$ cat config.mk
export PLATFORM = sky130hd
export DESIGN_NAME = penc_pend_arb
export DESIGN_NICKNAME = d
export VERILOG_FILES = /design/src/rtl/penc_pend_arb.sv
export SDC_FILE = /design/constraint.sdc
export NUM_CORES = 1
export LEC_CHECK = 0
export BUFFER_PORTS_ARGS = -buffer_cell sky130_fd_sc_hd__buf_2
export CAP_MARGIN = 10
export CORE_MARGIN = 1
export CORE_UTILIZATION = 45
export DETAILED_ROUTE_END_ITERATION = 7
export PLACE_DENSITY_LB_ADDON = 0.08
export SLEW_MARGIN = 10
export SYNTH_ARGS = -nofsm -noshare
export SYNTH_HDL_FRONTEND = slang
export SYNTH_SLANG_ARGS = --single-unit
$ cat constraint.sdc
create_clock -name clk -period 2.2 [get_ports clk]
set_input_delay 0.11 -clock clk [delete_from_list [all_inputs] [get_ports clk]]
set_output_delay 0.11 -clock clk [all_outputs]
set_load 0.01 [all_outputs]
$ cat src/rtl/penc_pend_arb.sv
// Sticky-request priority encoder with a registered valid/ready output stage.
// Optional mask input for presentation gating when PENC_MASK_EN is defined.
module penc_pend_arb #(
    parameter int N     = 8,
    parameter int IDX_W = 3
) (
    input  logic             clk,
    input  logic             rst,
    input  logic [N-1:0]     req,
`ifdef PENC_MASK_EN
    input  logic [N-1:0]     mask,
`endif
    output logic [IDX_W-1:0] out_idx,
    output logic             out_valid,
    input  logic             out_ready,
    output logic [N-1:0]     pending,
    output logic             ovf
);

    logic             ack;
    logic             load;
    logic [N-1:0]     ack_mask;
    logic [N-1:0]     next_pend;
    logic [N-1:0]     eff_pend;
    logic [IDX_W-1:0] enc_idx;

    always_comb begin
        ack      = out_valid & out_ready;
        load     = !out_valid | out_ready;
        ack_mask = '0;
        if (ack) begin
            ack_mask[out_idx] = 1'b1;
        end
        // A request on the bit being retired re-arms it in the same cycle.
        next_pend = (pending & ~ack_mask) | req;
`ifdef PENC_MASK_EN
        eff_pend  = next_pend & mask;
`else
        eff_pend  = next_pend;
`endif
        enc_idx = '0;
        for (int i = 0; i < N; i++) begin
            if (eff_pend[i]) begin
                enc_idx = IDX_W'(i);
            end
        end
    end

    always_ff @(posedge clk) begin
        if (rst) begin
            pending   <= '0;
            out_valid <= 1'b0;
            out_idx   <= '0;
            ovf       <= 1'b0;
        end else begin
            pending <= next_pend;
            ovf     <= ovf | (|(req & pending & ~ack_mask));
            // Output only re-evaluates when empty or being consumed; no preemption while stalled.
            if (load) begin
                out_valid <= |eff_pend;
                out_idx   <= enc_idx;
            end
        end
    end

endmodule

==> metrics.txt, run 1 <==
status complete, no violations; M2 GR Usage a little over a third; RSZ-0062 raised after global routing false; Slew @ Worst Pin about 0.44 ns; #FFs+latches synth 13; top cells by area, synth dfxtp_1 (41%), nor2_1 (5.4%), a21oi_1 (4.8%); H-tree levels 1; leading cell type in the layout, fill and taps excluded buf_2; pre-CTS WS between 0.4 and 0.5 ns; Warnings, synthesis 0; Remaining DRCs 0; Setup Viol. Count Final 0; CTS tree built; detailed-router iteration count before antenna repair 4; average via count per standard cell slightly below 6; global routing met1 resource utilization between 30% and 40%; clock transition at the registers of the reported paths about 0.08 ns; Layout area overhead 24.9%; final slew viol count 0; final hold vios 0; power density over cell area 670 mW/mm^2; row count 13; area leader, netlist dfxtp_1; CTS Buf Count 3; setup TNS 0 ns; Clock Tree Buf Depth 2; FILL cells about 130; WS Path Type reg -> reg; DRT antenna net count 0; pin count of the biggest net entering global routing 14; final setup margin approximately 0.36 ns; Antenna Cells 0; Arrival @ worst endpoint roughly 2.0 ns; commonest non-fill, non-tap cells in the layout buf_2 (23), dfxtp_1 (13), nor2_1 (9); vias in the first global route 554; met3 usage 5.11%; die area roughly 0.0015 mm^2; Post-CTS Resized 0; final core occ approximately three fifths; Slew HR between 70% and 80%; HP Class in -> reg; Setup crit end kind flop; final wirelength about 1500 um; final clock skew around 0.0029 ns; PortBufs 23; max_cap viols 0; global route overflow 0; average size of a mapped cell about 8.6 um^2; global-route wire length before repair between 2000 and 2500 um; die width slightly below 40 um; Cells after Synth 73; top cell type's share of synthesized area between 40 and 50%; gr usage total a little under a quarter; Post-DP HPWL roughly 1200 um; Leakage Power between 0.3 and 0.4 nW; CP max FO 7; detailed router's first-iteration violation count 16; Cells after DPL 110; min Tclk post-route between 1.5 and 2 ns; RePlAce Congestion 0.887; Mapped Area ~630 um^2; core area between 0.001 and 0.0015 mm^2; busiest grt layer met2; Skew-Pair Late Insertion Delay 0.27 ns; Starting Density 48.3%; Max IR drop VDD ~450 uV; WP data required roughly 2.3 ns; Post-CTS Setup Inserts 0; clock tree sinks 13; layout cells sized above 1 about 31%; fin cells around 110; DR vias 666; sequential-to-total area share from yosys stat approximately 41%; CP startpoint kind flop; drt wl/cell approximately 14 um; Max Freq between 0.5 and 0.6 GHz; Die Y 39.4 um; Syn Nets 84; synth unique cells 30; Ports 24; CTS Root Cell clkbuf_4; nets@finish ~110; Tcrit/Tclk final between 80% and 90%; initial antenna violation count 0; CTS Hold Bufs 0
-- routing by layer --
metal / vias up / wire (um)
met5: - / 0
met4: 0 / 12
met3: 2 / 94
met2: 25 / 721
met1: 312 / 719
li1: 327 / -
-- Yosys cell counts --
cell type / instances
a311oi_1: 2
or3b_1: 2
nand3b_1: 1
a41oi_1: 2
a31o_2: 1
and4_1: 1
dfxtp_1: 13
inv_1: 3
and2b_2: 1
clkbuf_1: 1
nand3_1: 4
nor3_1: 1
nor3b_1: 1
o21a_1: 2
nor2b_1: 4
a21oi_2: 1
o22ai_1: 1
nand2_1: 4
a31oi_1: 2
o311ai_0: 1
and3b_1: 1
or2_2: 1
a211oi_1: 2
a21oi_1: 6
and3_1: 2
nand2b_1: 1
nor2_1: 9
o41ai_2: 1
o21ai_1: 1
o41ai_1: 1
-- critical path, cell delays in order, from the launching register on --
cell and delay [ns]:
dfxtp_1 0.45, and2b_2 0.24, or3b_1 0.40, a21oi_2 0.23
and4_1 0.28, a41oi_1 0.11
-- path summary, 6_finish.rpt --
kind / from / to / slack [ns] / depth (start not counted)
hold / removal: req[4] / pending[4]$_SDFF_PP0_ / 0.09 / 3
hold reg to reg: out_idx[2]$_SDFFE_PP0P_ / out_idx[2]$_SDFFE_PP0P_ / 0.53 / 2
setup / recovery: out_valid$_SDFFE_PP0P_ / out_valid$_SDFFE_PP0P_ / 0.36 / 5
setup reg to reg: out_valid$_SDFFE_PP0P_ / out_valid$_SDFFE_PP0P_ / 0.36 / 5
-- stage by stage --
step,instance area (um^2),power (mW),hold slack (ns)
after floorplan,628,0.336,0.182
after global placement,758,0.381,0.355
after detailed placement,758,0.381,0.371
after CTS,785,0.527,0.0892
after global routing,785,0.553,0.0893
final,785,0.525,0.0880
-- state kept, by name, summed over array words and instances, names as in the netlist --
signal and count:
out_valid 1, out_idx 3, pending 8, ovf 1
-- area by class of cell --
type	count	area (um^2)	area share [%]
sequential	13	260	33.2
inverter	3	11.3	1.44
timing repair buffer	23	115	14.7
multi-input combinational	56	353	45.0
clock buffer	4	26.3	3.35
tap	15	18.8	2.39
-- power by group --
group	leakage, nW	switching [mW]	total (mW)	internal, mW
combinational	0.224	0.0584	0.105	0.0467
clock	0.0150	0.0788	0.149	0.0701
sequential	0.109	0.0176	0.271	0.254
-- cells by family (layout without fill, tap and decap cells) --
group                  count (synthesis)  count (layout)  synth area share [%]
AO/OA/AOI/OAI                         23              23                  27.1
buffers and inverters                  4              30                  2.39
flip-flops                            13              13                  41.4
AND/OR/NAND/NOR                       33              33                  29.1
No activity file was read; power rests on OpenSTA's default activity.
==> run 2: changes to the inputs <==
--- a/config.mk
+++ b/config.mk
@@ -5,10 +5,12 @@
 export SDC_FILE = /design/constraint.sdc
 export NUM_CORES = 1
 export LEC_CHECK = 0
+export ABC_AREA = 1
 export BUFFER_PORTS_ARGS = -buffer_cell sky130_fd_sc_hd__buf_2
 export CAP_MARGIN = 10
+export CORE_ASPECT_RATIO = 1.1
 export CORE_MARGIN = 1
-export CORE_UTILIZATION = 45
+export CORE_UTILIZATION = 41
 export DETAILED_ROUTE_END_ITERATION = 7
 export PLACE_DENSITY_LB_ADDON = 0.08
 export SLEW_MARGIN = 10
==> constraint.sdc (replaced) <==
create_clock -name clk -period 1.6 [get_ports clk]
set_input_delay 0.08 -clock clk [delete_from_list [all_inputs] [get_ports clk]]
set_output_delay 0.08 -clock clk [all_outputs]
set_load 0.01 [all_outputs]
==> run 2 against run 1 <==
Effect of this change: first-iteration DRC count is 31% lower; synthesized cell count is 26% higher; via count is 3.9% lower; sequential share of layout area is 0.93 points lower; count of clock-buffer cells in the layout is 1 lower; design area is 2.9% higher; total power is 36% higher; combinational power is 38% higher; sequential power is 37% higher; global-route usage is 5.0 points lower; critical path depth is 3 higher; synthesized area is 3.2% higher; critical endpoint unchanged; largest power group unchanged; highest routed layer unchanged.
==> metrics.txt, run 2 <==
status complete, no violations; biggest regs pending x8, out_idx x3; clock tree sinks 13; Tcrit/Tclk final between 80 and 90%; max_cap viols 0; vias in the first global route roughly 520; average via count per standard cell ~4.8; max FFs per register 8; DR vias 640; commonest non-fill, non-tap cells in the layout buf_2 (23), nor2_1 (16), nand2_1 (16); die area approximately 0.0017 mm^2; PortBufs 23; final wirelength ~1300 um; die width between 30 and 40 um; final core occ about 57%; core area between 0.001 and 0.0015 mm^2; Max Freq roughly 0.73 GHz; Post-DP HPWL roughly 1100 um; CP startpoint kind flop; worst path cell trace nand2_2 -> nor2_4 -> nand3_1 -> nand2_1 -> nand2_1 -> nor2_1 -> and3_1 -> a21oi_1; global-route wire length before repair around 2100 um; post-synthesis compound-gate area fraction ~17%; Slew HR between 80% and 90%; final hold vios 0; global route overflow 0; Starting Density between 40% and 50%; Top Family by Delay on Critical Path simple AND/OR/NAND/NOR gates; hold wc startpoint req[2]; gr usage total between 10% and 20%; area leader, netlist dfxtp_1; Post-synth EDFFs 0; total power draw 715 uW; HP Class in -> reg; RR Startpoint out_valid$_SDFFE_PP0P_; Cells after Synth slightly above 90; initial antenna violation count 0; Warnings, synthesis 0; Ports 24; Setup Viol. Count Final 0; Simple-Gate Fraction of Synth Area ~34%; Synth Area in Adders 0%; FILL cells around 150; leading cell type in the layout, fill and taps excluded buf_2; post-synthesis mux area share 0%; detailed-router iteration count before antenna repair 4; R2R cell count 8; CTS Hold Bufs 0; clock transition at the registers of the reported paths around 0.080 ns; Post-CTS Setup Inserts 0; Layout area overhead 24.5%; min Tclk post-route between 1 and 1.5 ns; Setup crit end kind flop; most frequent CP cell nand2_1; power density over cell area about 900 mW/mm^2; Die Y 43.7 um; average size of a mapped cell around 7.0 um^2; sequential-to-total area share from yosys stat between 40% and 50%; Reg2Reg Setup Slack 0.23 ns; final slew viol count 0; Max IR drop VDD 693 uV; Top reg by flops pending; Clock Tree Buf Depth 2; Worst Path Buf+Inv 0; final setup margin 0.228 ns; pre-CTS WS approximately 0.22 ns; Worst Hold Depth 3; R2R Path End out_valid$_SDFFE_PP0P_; nets@finish 130; Synth async-reset ratio 0%; synth unique cells 22; H-tree levels 1; detailed router's first-iteration violation count 11; XOR/XNOR Fraction of Synth Area 0%; largest family of logic cells by synthesized area simple AND/OR/NAND/NOR gates; dominant synthesized flop cell dfxtp_1; top cell type's share of synthesized area 40.2%; CTS Root Cell clkbuf_4; row count 14; RSZ-0062 raised after global routing false; most frequent cells after synthesis nand2_1 (16), nor2_1 (16), dfxtp_1 (13), inv_1 (12); CP max FO 4; CTS tree built; DRT antenna net count 0; setup TNS 0 ns; Remaining DRCs 0; drt wl/cell approximately 10 um; final clock skew around 0.0036 ns; CTS Buf Count 3; Leakage Power roughly 0.43 nW; Mapped Area around 650 um^2; Syn Nets 103; Arrival @ worst endpoint between 1.5 and 2 ns; Largest stage delay, worst path approximately 0.42 ns; WS Path Type reg -> reg; top cells by area, synth dfxtp_1 (40%), nand2_1 (9.3%), nor2_1 (9.3%); Slowest cell on crit path dfxtp_1; Skew-Pair Late Insertion Delay between 0.2 and 0.3 ns; #FFs+latches synth 13; Worst Hold End pending[2]$_SDFF_PP0_; layout cells sized above 1 approximately a third; Antenna Cells 0; WP data required roughly 1.8 ns; Post-CTS Resized 0; Slew @ Worst Pin 0.250 ns; RePlAce Congestion a little under 0.9; pin count of the biggest net entering global routing 12
==> run 2: kinds of logic after synthesis <==
family / after synthesis
AOI/OAI and AO/OA: 17
buffers and inverters: 15
DFF: 13
and+or+nand+nor: 47
==> run 2: worst max-delay path by stage <==
stage                                  from                endpoint  cells after the start  slack, ns
finish               out_valid$_SDFFE_PP0P_  out_valid$_SDFFE_PP0P_                      8       0.23
global route         out_valid$_SDFFE_PP0P_  out_valid$_SDFFE_PP0P_                      8       0.09
CTS                  out_valid$_SDFFE_PP0P_  out_valid$_SDFFE_PP0P_                      8       0.21
detailed placement   out_valid$_SDFFE_PP0P_  out_valid$_SDFFE_PP0P_                      8       0.22
global placement     out_valid$_SDFFE_PP0P_  out_valid$_SDFFE_PP0P_                      8       0.23
floorplan           out_idx[2]$_SDFFE_PP0P_  out_valid$_SDFFE_PP0P_                      6       0.32
==> run 2: where the power goes <==
group	internal, mW	leakage [nW]	switching, mW	total [mW]
registers	0.348	0.109	0.0222	0.370
clock network	0.0926	0.0177	0.107	0.199
logic	0.0595	0.299	0.0858	0.145
==> run 2: layer usage <==
metal / wire, um / global-route usage, % / vias up
met2: 588 / 24.5 / 18
met4: 19 / 8.28 / 0
li1: - / - / 344
met1: 632 / 23.2 / 276
met5: 0 / 0 / -
met3: 106 / 10.3 / 2
==> run 2: through the flow <==
stage / hold WS (ns) / cells / instance area (um^2)
4_1_cts: 0.0520 / 134 / 807
3_3_place_gp: 0.342 / 130 / 779
3_5_place_dp: 0.346 / 130 / 779
6_report: 0.0586 / 134 / 807
5_1_grt: 0.0516 / 134 / 807
2_1_floorplan: 0.196 / 92 / 648
==> run 2: worst min-delay path: stages <==
cell and delay, ns:
buf_2 0.11, a21oi_4 0.04, nor2_1 0.07
==> run 2: cell type report <==
type | count | area, um^2 | area share [%]
Sequential cell | 13 | 260 | 32.2
Inverter | 14 | 52.6 | 6.51
Tap cell | 16 | 20.0 | 2.48
Multi-Input combinational cell | 64 | 332 | 41.1
Timing Repair Buffer | 23 | 115 | 14.3
Clock inverter | 1 | 5.00 | 0.620
Clock buffer | 3 | 22.5 | 2.79
